## src/rtl/cache_ctrl_pkg.sv

```systemverilog
// Shared types for the set-associative cache controller: mux selects, FSM states, way decode.
// Latency: n/a (types and a pure combinational helper only).
// Backpressure: n/a.
package cache_ctrl_pkg;

   // Address mux in the datapath: CPU address, stored tag (write-back), or flush walk index.
   typedef enum logic [1:0] {
      addr_from_cpu   = 2'd0,
      addr_from_array = 2'd1,
      addr_flush      = 2'd2
   } addrmux_sel_t;

   // Data-array write source: refill line from memory or CPU store data.
   typedef enum logic {
      data_from_memory = 1'b0,
      data_from_cpu    = 1'b1
   } datamux_sel_t;

   // Byte-enable source: full line on refill, CPU byte mask on stores.
   typedef enum logic {
      all_enable  = 1'b0,
      spec_by_cpu = 1'b1
   } benmux_sel_t;

   typedef enum logic [2:0] {
      IDLE        = 3'd0,
      HIT_CHECK   = 3'd1,
      WRITE_BACK  = 3'd2,
      READ_MEM    = 3'd3,
      UPDATE      = 3'd4,
      FLUSH_CHECK = 3'd5,
      FLUSH_WB    = 3'd6,
      FLUSH_NEXT  = 3'd7
   } state_t;

   // Widest way vector the decode helper accepts; callers zero-extend into it.
   localparam int MAX_WAYS = 32;
   localparam int IDX_W    = 5;

   // One-hot to binary index. OR-reduction form: correct for any one-hot input,
   // and a zero input yields 0 (callers only use the result when a bit is set).
   function automatic logic [IDX_W-1:0] onehot_to_idx(input logic [MAX_WAYS-1:0] vec);
      logic [IDX_W-1:0] idx;
      idx = '0;
      for (int i = 0; i < MAX_WAYS; i++) begin
         if (vec[i]) idx = idx | IDX_W'(i);
      end
      return idx;
   endfunction

endpackage

```

## src/rtl/sat_counter.sv

```systemverilog
// Saturating event counter: counts inc pulses and holds at all-ones.
// Latency: count visible the cycle after the inc pulse.
// Backpressure: none; inc is sampled every cycle.
module sat_counter #(
   parameter int W = 16
) (
   input  logic         clk,
   input  logic         rst_n,
   input  logic         inc,
   output logic [W-1:0] cnt
);

   logic [W-1:0] cnt_q;
   logic [W-1:0] cnt_d;

   // Next count: +1 on inc unless already saturated.
   always_comb begin
      cnt_d = cnt_q;
      if (inc && (cnt_q != {W{1'b1}})) begin
         cnt_d = cnt_q + W'(1);
      end
   end

   // Count register, cleared by the asynchronous reset.
   always_ff @(posedge clk or negedge rst_n) begin
      if (!rst_n) begin
         cnt_q <= '0;
      end else begin
         cnt_q <= cnt_d;
      end
   end

   assign cnt = cnt_q;

endmodule

```

## src/rtl/assoc_cache_ctrl.sv

```systemverilog
// Control FSM for an N-way set-associative write-back, write-allocate cache with flush walk.
// Latency: hit 2 cycles, clean miss 3 cycles + line-read wait, dirty miss adds line-write wait.
// Backpressure: CPU request held until cpu_resp; adaptor transfers held until ca_resp.
module assoc_cache_ctrl
   import cache_ctrl_pkg::*;
#(
   parameter  int WAYS  = 4,   // power of two, 2..MAX_WAYS
   parameter  int SETS  = 8,   // power of two, >= 2
   parameter  int CNT_W = 16,
   localparam int WAY_W = $clog2(WAYS),
   localparam int SET_W = $clog2(SETS)
) (
   input  logic             clk,
   input  logic             rst_n,
   input  logic             cpu_read,
   input  logic             cpu_write,
   output logic             cpu_resp,
   input  logic             flush_req,
   output logic             flush_done,
   output logic             flush_active,
   output logic             ca_read,
   output logic             ca_write,
   input  logic             ca_resp,
   input  logic [WAYS-1:0]  hit_vec,
   input  logic [WAYS-1:0]  valid_vec,
   input  logic [WAYS-1:0]  dirty_vec,
   input  logic [WAY_W-1:0] plru_victim,
   output logic [WAY_W-1:0] way_sel,
   output logic [SET_W-1:0] set_idx,
   output addrmux_sel_t     addr_sel,
   output datamux_sel_t     data_sel,
   output benmux_sel_t      ben_sel,
   output logic             data_write,
   output logic             tag_write,
   output logic             valid_write,
   output logic             lru_write,
   output logic             dirty_write,
   output logic             dirty_val,
   output logic [CNT_W-1:0] hit_count,
   output logic [CNT_W-1:0] miss_count
);

   state_t           state_q, state_d;
   logic [WAY_W-1:0] victim_q, victim_d;
   logic [WAY_W-1:0] fway_q, fway_d;
   logic [SET_W-1:0] fset_q, fset_d;

   logic             cpu_req;
   logic             hit;
   logic [WAY_W-1:0] hit_way;
   logic             inv_found;
   logic [WAY_W-1:0] inv_way;
   logic [WAY_W-1:0] miss_victim;
   logic             miss_victim_dirty;
   logic             flush_way_dirty;
   logic             last_way;
   logic             last_set;

   assign cpu_req = cpu_read | cpu_write;
   assign hit     = |hit_vec;
   assign hit_way = WAY_W'(onehot_to_idx(MAX_WAYS'(hit_vec)));

   // Victim priority encoder: lowest-index invalid way, so empty slots fill before anything is evicted.
   always_comb begin
      inv_found = 1'b0;
      inv_way   = '0;
      for (int i = 0; i < WAYS; i++) begin
         if (!valid_vec[i] && !inv_found) begin
            inv_found = 1'b1;
            inv_way   = WAY_W'(i);
         end
      end
   end

   // Only a valid, dirty victim needs writing back; an invalid pick is always clean by construction.
   assign miss_victim       = inv_found ? inv_way : plru_victim;
   assign miss_victim_dirty = valid_vec[miss_victim] & dirty_vec[miss_victim];
   assign flush_way_dirty   = valid_vec[fway_q] & dirty_vec[fway_q];

   assign last_way = (fway_q == WAY_W'(WAYS - 1));
   assign last_set = (fset_q == SET_W'(SETS - 1));

   assign set_idx      = fset_q;
   assign flush_active = (state_q == FLUSH_CHECK) || (state_q == FLUSH_WB) ||
                         (state_q == FLUSH_NEXT);

   // Next-state and output decode; every output starts from its idle default.
   always_comb begin
      state_d     = state_q;
      victim_d    = victim_q;
      fway_d      = fway_q;
      fset_d      = fset_q;
      cpu_resp    = 1'b0;
      flush_done  = 1'b0;
      ca_read     = 1'b0;
      ca_write    = 1'b0;
      addr_sel    = addr_from_cpu;
      data_sel    = data_from_memory;
      ben_sel     = all_enable;
      way_sel     = victim_q;
      data_write  = 1'b0;
      tag_write   = 1'b0;
      valid_write = 1'b0;
      lru_write   = 1'b0;
      dirty_write = 1'b0;
      dirty_val   = 1'b0;

      case (state_q)
         IDLE: begin
            // CPU traffic takes priority; a pending flush waits for the next idle cycle.
            if (cpu_req) begin
               state_d = HIT_CHECK;
            end else if (flush_req) begin
               state_d = FLUSH_CHECK;
               fway_d  = '0;
               fset_d  = '0;
            end
         end

         HIT_CHECK: begin
            if (hit) begin
               way_sel   = hit_way;
               cpu_resp  = 1'b1;
               lru_write = 1'b1;
               if (cpu_write) begin
                  data_write  = 1'b1;
                  data_sel    = data_from_cpu;
                  ben_sel     = spec_by_cpu;
                  dirty_write = 1'b1;
                  dirty_val   = 1'b1;
               end
               state_d = IDLE;
            end else begin
               victim_d = miss_victim;
               state_d  = miss_victim_dirty ? WRITE_BACK : READ_MEM;
            end
         end

         WRITE_BACK: begin
            ca_write = 1'b1;
            addr_sel = addr_from_array;
            if (ca_resp) state_d = READ_MEM;
         end

         READ_MEM: begin
            ca_read = 1'b1;
            // Refill lands in the same cycle the adaptor completes; the line is clean until UPDATE.
            if (ca_resp) begin
               data_write  = 1'b1;
               dirty_write = 1'b1;
               dirty_val   = 1'b0;
               state_d     = UPDATE;
            end
         end

         UPDATE: begin
            tag_write   = 1'b1;
            valid_write = 1'b1;
            lru_write   = 1'b1;
            cpu_resp    = 1'b1;
            // A store miss merges the CPU bytes over the freshly refilled line.
            if (cpu_write) begin
               data_write  = 1'b1;
               data_sel    = data_from_cpu;
               ben_sel     = spec_by_cpu;
               dirty_write = 1'b1;
               dirty_val   = 1'b1;
            end
            state_d = IDLE;
         end

         FLUSH_CHECK: begin
            addr_sel = addr_flush;
            way_sel  = fway_q;
            state_d  = flush_way_dirty ? FLUSH_WB : FLUSH_NEXT;
         end

         FLUSH_WB: begin
            ca_write = 1'b1;
            addr_sel = addr_flush;
            way_sel  = fway_q;
            // Line stays valid; only the dirty bit is cleared once memory holds the data.
            if (ca_resp) begin
               dirty_write = 1'b1;
               dirty_val   = 1'b0;
               state_d     = FLUSH_NEXT;
            end
         end

         FLUSH_NEXT: begin
            fway_d = fway_q + WAY_W'(1);
            if (last_way) fset_d = fset_q + SET_W'(1);
            if (last_way && last_set) begin
               flush_done = 1'b1;
               state_d    = IDLE;
            end else begin
               state_d = FLUSH_CHECK;
            end
         end

         default: state_d = IDLE;
      endcase
   end

   // State, victim and flush-walk registers; reset drops any in-flight adaptor transfer.
   always_ff @(posedge clk or negedge rst_n) begin
      if (!rst_n) begin
         state_q  <= IDLE;
         victim_q <= '0;
         fway_q   <= '0;
         fset_q   <= '0;
      end else begin
         state_q  <= state_d;
         victim_q <= victim_d;
         fway_q   <= fway_d;
         fset_q   <= fset_d;
      end
   end

   sat_counter #(.W(CNT_W)) u_hit_cnt (
      .clk   (clk),
      .rst_n (rst_n),
      .inc   ((state_q == HIT_CHECK) && hit),
      .cnt   (hit_count)
   );

   sat_counter #(.W(CNT_W)) u_miss_cnt (
      .clk   (clk),
      .rst_n (rst_n),
      .inc   ((state_q == HIT_CHECK) && !hit),
      .cnt   (miss_count)
   );

   // A tag can live in at most one way of a set; more than one hit means corrupt tag arrays.
   hit_onehot_a: assert property (@(posedge clk) disable iff (!rst_n)
      (state_q == HIT_CHECK) |-> $onehot0(hit_vec));

endmodule

```

## config.mk

```make
export PLATFORM = sky130hd
export DESIGN_NAME = assoc_cache_ctrl
export DESIGN_NICKNAME = d
export VERILOG_FILES = /design/src/rtl/cache_ctrl_pkg.sv /design/src/rtl/sat_counter.sv /design/src/rtl/assoc_cache_ctrl.sv
export SDC_FILE = /design/constraint.sdc
export NUM_CORES = 1
export LEC_CHECK = 0
export ABC_CLOCK_PERIOD_IN_PS = 5700
export CORE_MARGIN = 3
export CORE_UTILIZATION = 45
export CTS_CLUSTER_SIZE = 10
export DETAILED_ROUTE_END_ITERATION = 8
export PLACE_DENSITY = 0.85
export SYNTH_ARGS = -nofsm -noshare
export SYNTH_HDL_FRONTEND = slang
export SYNTH_SLANG_ARGS = --single-unit
```

## constraint.sdc

```tcl
create_clock -name clk -period 5.7 [get_ports clk]
set_input_delay 1.425 -clock clk [delete_from_list [all_inputs] [get_ports clk]]
set_output_delay 1.425 -clock clk [all_outputs]
set_load 0.1 [all_outputs]
```

**After elaboration in Yosys (flattened, before gate mapping)**

Index checks and enable logic that the tools add are counted.

- Logic and storage cells: 112
- Output and inout bits: 52
- Register bits: 42
- Input bits: 20

- Reductions and logical operators: 26
- Equal/unequal tests: 18
- Magnitude comparators: 2
- Multiplexer cells: 52
- Bitwise operators: 4
- $add $sub $neg: 4

Operators with widths:

| cell | number |
|---|---|
| 16-bit by 1-bit adder with 16-bit output, second input constant | 2 |
| 16-bit != test, second input constant | 2 |
| 3-bit two-way mux | 9 |
| 3-bit case mux with 8 select lines | 1 |
| 1-bit two-way mux | 21 |
| 2-bit two-way mux | 9 |
| 3-bit == test, second input constant | 5 |
| 2-bit != test, second input constant | 6 |
| 2-bit case mux with 2 select lines | 3 |
| 1-bit binary-select mux with 2-bit select | 4 |
| 1-bit logical AND | 8 |
| 4-bit AND reduction | 2 |
| 3-bit by 2-bit == test with 1-bit output, second input constant | 2 |
| 1-bit logical NOT | 6 |
| 2-bit by 3-bit less-than comparator with 1-bit output, second input constant | 2 |
| 1-bit case mux with 3 select lines | 2 |
| 3-bit case mux with 2 select lines | 1 |
| 2-bit OR reduction | 3 |
| 1-bit case mux with 2 select lines | 2 |
| 4-bit OR reduction | 1 |
| 3-bit by 1-bit adder with 3-bit output, second input constant | 1 |
| 3-bit by 1-bit == test with 1-bit output, second input constant | 1 |
| 3-bit logical NOT | 1 |
| 3-bit != test, second input constant | 1 |
| other kinds (9) | 11 |

**Depth between registers and ports, before layout**

- Depth after elaboration: 16
- Mapped depth: 7
- Gate-level depth less buffers: 5

**By module**

Synthesis repeated with hierarchy kept, for this count alone.

- Cell total of the unflattened synthesis: 252
- Area, all modules: 2494.9 um2

By module, submodules not included:

| module | area an instance (um2) | cells each | seq. area each (um2) | instances |
|---|---|---|---|---|
| sat_counter (u_hit_cnt) | 859.6 | 72 | 400.4 | 1 |
| assoc_cache_ctrl | 853.3 | 108 | 250.2 | 1 |
| sat_counter (u_miss_cnt) | 782.0 | 72 | 400.4 | 1 |

**Worst setup path after synthesis**

OpenSTA, ideal clock, no wires.

- Kind: flip-flop to output port
- From: register state_q[1]
- To: output port way_sel[0]
- Arrival time: 3.719 ns
- Cell stages (with the launch flop): 5
- Setup slack: 0.556 ns
- Cells stage by stage: dfrtp_1 -> buf_6 -> nor2b_1 -> o21a_1 -> a221o_1

- Longest elaborated chain between the ends: 3

RTL lines:

| element | RTL line | RTL |
|---|---|---|
| start, declared | assoc_cache_ctrl.sv:43 | `state_t state_q, state_d;` |
| start signal, assigned | assoc_cache_ctrl.sv:213 | `state_q <= state_d;` |
| 3-bit == test | assoc_cache_ctrl.sv:108 | `case (state_q)` |
| 2-bit OR reduction (no line) | -- |  |
| 2-bit case mux with 2 select lines (*) | assoc_cache_ctrl.sv:108 |  |
| end, declared | assoc_cache_ctrl.sv:28 | `output logic [WAY_W-1:0] way_sel,` |

Mark *: on every way between the ends. The rest lies on a longest branch, timed or not.

**Worst setup path after layout**

- From: input port hit_vec[1]
- To: output port data_write

- Longest elaborated chain between the ends: 3

RTL lines:

| element | RTL line | RTL |
|---|---|---|
| start, declared | assoc_cache_ctrl.sv:24 | `input logic [WAYS-1:0] hit_vec,` |
| 4-bit OR reduction | assoc_cache_ctrl.sv:60 | `assign hit = \|hit_vec;` |
| 1-bit two-way mux | assoc_cache_ctrl.sv:121 | `if (hit) begin` |
| 1-bit case mux with 3 select lines | assoc_cache_ctrl.sv:108 |  |
| end, declared | assoc_cache_ctrl.sv:33 | `output logic data_write,` |

No other way between the ends.

==> impl_metrics.ini <==
[route]
antenna_left = 0
wl_per_cell_um = 15.41
routed-wl-met3_um = 289
drc = 0
avgViaCountPerCell = 5.658
drt-total-wl_um = 5996
num_vias = 2201
m1WireLength_um = 2727
routed.top_layer = met4
drt_iter0_drc = 90
firstDrtPassIters = 5
wl_met2_um = 2886

[sta]
skew_ns = 0.01142
rsz0062_at_grt = no
final_hold_viol_count = 0
slew_headroom = 0.3324
finalSetupTns_ns = 0
setup_violations = 0
fmax_mhz = 205.1
maxSlewViolCount = 0
fin_crit_ns = 4.875
worst_pin_slew_ns = 0.9983
setup_slack_ns = 0.8248
period_share = 0.8553

[logic_synthesis]
synth_cells = 252
synth-main-ff-cell = dfrtp_1
synthesis.nets = 277
ys_async_sr_fraction = 1.000
synthesis.area_mm2 = 0.002481
synth.ff_latch_count = 42
ys_types = 48
synth_most_common_cell = dfrtp_1
synth_top_area_share = 0.4236
synth_area_leader_cell = dfrtp_1
syn-mean-instance-area_um2 = 9.846
synth_area_leaders = dfrtp_1 42%, xnor2_1 4.2%, xor2_1 4.2%
synth_warnings = 0
ys_top_cells_by_count = 42 x dfrtp_1, 19 x nand2_1, 19 x nand3_1, 14 x nor2_1
ys_seq_area_frac = 0.4236
synth_edf_count = 0

[die]
initial_core_util = 0.4767
die_y_um = 80.26
die_width_um = 80.26
io_pins = 72
die_area_mm2 = 0.006441
core_mm2 = 0.005205
rows = 26

[setup_path]
crit_arrival_ns = 3.45
crit_type = primary input to primary output
required_ns = 4.28
path_delay_family = simple AND/OR/NAND/NOR gates
cp_slowest_cell = nor4_4
path_max_fanout = 10
cpPeakStageDelay_ns = 0.56
r2r_slack_ns = 3.30
setup.worst_path.end_class = primary output
path_cells = clkdlybuf4s50_1 > nor4_4 > nor2_1 > or2_2 > a22o_1 > buf_4
critPathBufInv = 2
startpoint_type = primary input

[global_route]
grt_use_total = 0.1974
grt_pass1_wl_um = 10090
grt-ovfl-total = 0
grt_pass1_vias = 2175
antenna_found_initial = 0
grt_max_degree = 43

[clocking]
cts_max_level = 2
hold_buffers = 0
cts_tree = yes
cts.sinks = 42
post_cts_buffers = 0
clkTransAtPathRegs_ns = 0.07
cts-buffers-inserted = 5
clockBufferDepth = 2
clock-root-buffer = clkbuf_8
cts_resized = 0
clk_latency_ns = 0.29

[final_layout]
fin_nets = 343
area.growth.synth_to_final_pct = 31.67
antenna_cells = 0
nFillCells = 446
drive_gt1_frac = 0.09091
final_cell_area_mm2 = 0.003267

[placed_design]
dpl_cell_area_mm2 = 0.003176
hpwl_um = 4434
pre_cts_slack_ns = 0.8287
numPortBuffers = 71
gp_congestion = 0.8218

[hold_path]
worst_hold_path_type = register to register

[pwr]
p_int_uw = 715.4
p_per_area_mw_per_mm2 = 539.1
pwr-share-clk = 0.111
ir_drop_uv = 330.0
p_switching_uw = 1046
power_frac_seq = 0.266
switching_share = 0.5938
combPwrFrac = 0.623
p_leak_uw = 0.001376

[run_status]
status = finished, final reports clean

[job]
cap_violations = 0
[kinds of logic after synthesis]
family	synth area share
and+or+nand+nor	0.2673
xor gates and xnor gates	0.08472
adders and majority gates	0.02521
DFF	0.4236
buffers and inverters	0.03379
AOI/OAI and AO/OA	0.1341
muxes	0.03126
[worst reg2reg max path, cell delays in order, from the launching register on]
cell and delay [ns]:
dfrtp_1 0.66, or3b_1 0.60, nor4_2 0.60, o2111ai_1 0.24
xnor2_1 0.17
[registers in the layout, indices dropped and copies added (netlist names)]
name            count
fway_q              2
victim_q            2
u_miss_cnt.cnt     16
state_q             3
set_idx             3
u_hit_cnt.cnt      16
[power by group through the flow]
| stage | clock network [uW] | logic (uW) | registers, uW |
|---|---|---|---|
| after floorplan | 0 | 636 | 715 |
| after global placement | 0 | 1090 | 471 |
| after CTS | 198 | 1100 | 468 |
| final | 195 | 1100 | 469 |
| after global routing | 215 | 1150 | 484 |
| after detailed placement | 0 | 1100 | 473 |
[final timing paths]
| check | to | start | cells after the start |
|---|---|---|---|
| worst max-delay path | data_write | hit_vec[1] | 6 |
| worst min-delay path | u_hit_cnt.cnt[10] | u_hit_cnt.cnt[10] | 1 |
| worst max register to register | u_hit_cnt.cnt[9] | state_q[0] | 4 |
| worst min register to register | u_hit_cnt.cnt[10] | u_hit_cnt.cnt[10] | 1 |
| max in group asynchronous | u_hit_cnt.cnt[2] | rst_n | 1 |
| min in group asynchronous | u_hit_cnt.cnt[14] | rst_n | 1 |
[cells in the final DEF (no fill, tap or decap), drive strengths merged, types with 2 or more instances in the layout]
cell,synthesis,routed
nor2b,8,8
and2,3,3
and3,8,8
a221o,2,2
nand2b,2,2
a211oi,2,2
clkbuf,5,7
o21a,5,5
nand3b,2,2
nor2,14,14
a32o,2,2
o21ai,10,10
nand3,19,19
nor3,7,7
dfrtp,42,42
a22o,2,2
buf,7,10
xnor2,12,12
nor4,5,5
nand2,19,19
and4,5,5
or4,2,2
xor2,12,12
o2111ai,3,3
clkdlybuf4s50,0,61
a31oi,5,5
o211ai,6,6
nand4,11,11
inv,2,2
a21oi,9,9
ha,5,5
nor3b,2,2
mux2,4,4
[routing by layer]
metal,vias to the layer above,GRT usage
li1,1070,-
met1,1056,0.2582
met2,66,0.3253
met3,9,0.04372
met4,0,0.06081
met5,-,0
[through the flow]
| step | cells | hold WS [ns] | util | total power, uW |
|---|---|---|---|---|
| after floorplan | 252 | 0.4401 | - | 1351 |
| after global placement | 381 | 0.4770 | 0.6101 | 1556 |
| after detailed placement | 381 | 0.4920 | 0.6101 | 1572 |
| after global routing | 389 | 0.5361 | 0.6276 | 1845 |
| final | 389 | 0.4953 | 0.6276 | 1761 |
| after CTS | 389 | 0.5019 | 0.6276 | 1767 |
[area by class of cell]
cell class	count	area, um2	area share
multi-input combinational	196	1346	0.4121
sequential	42	1051	0.3217
timing repair buffer	71	683.2	0.2091
tap	70	87.58	0.02681
clock buffer	7	86.33	0.02643
inverter	2	7.507	0.002298
clock inverter	1	5.005	0.001532
Power figures use the tool's default switching activity.
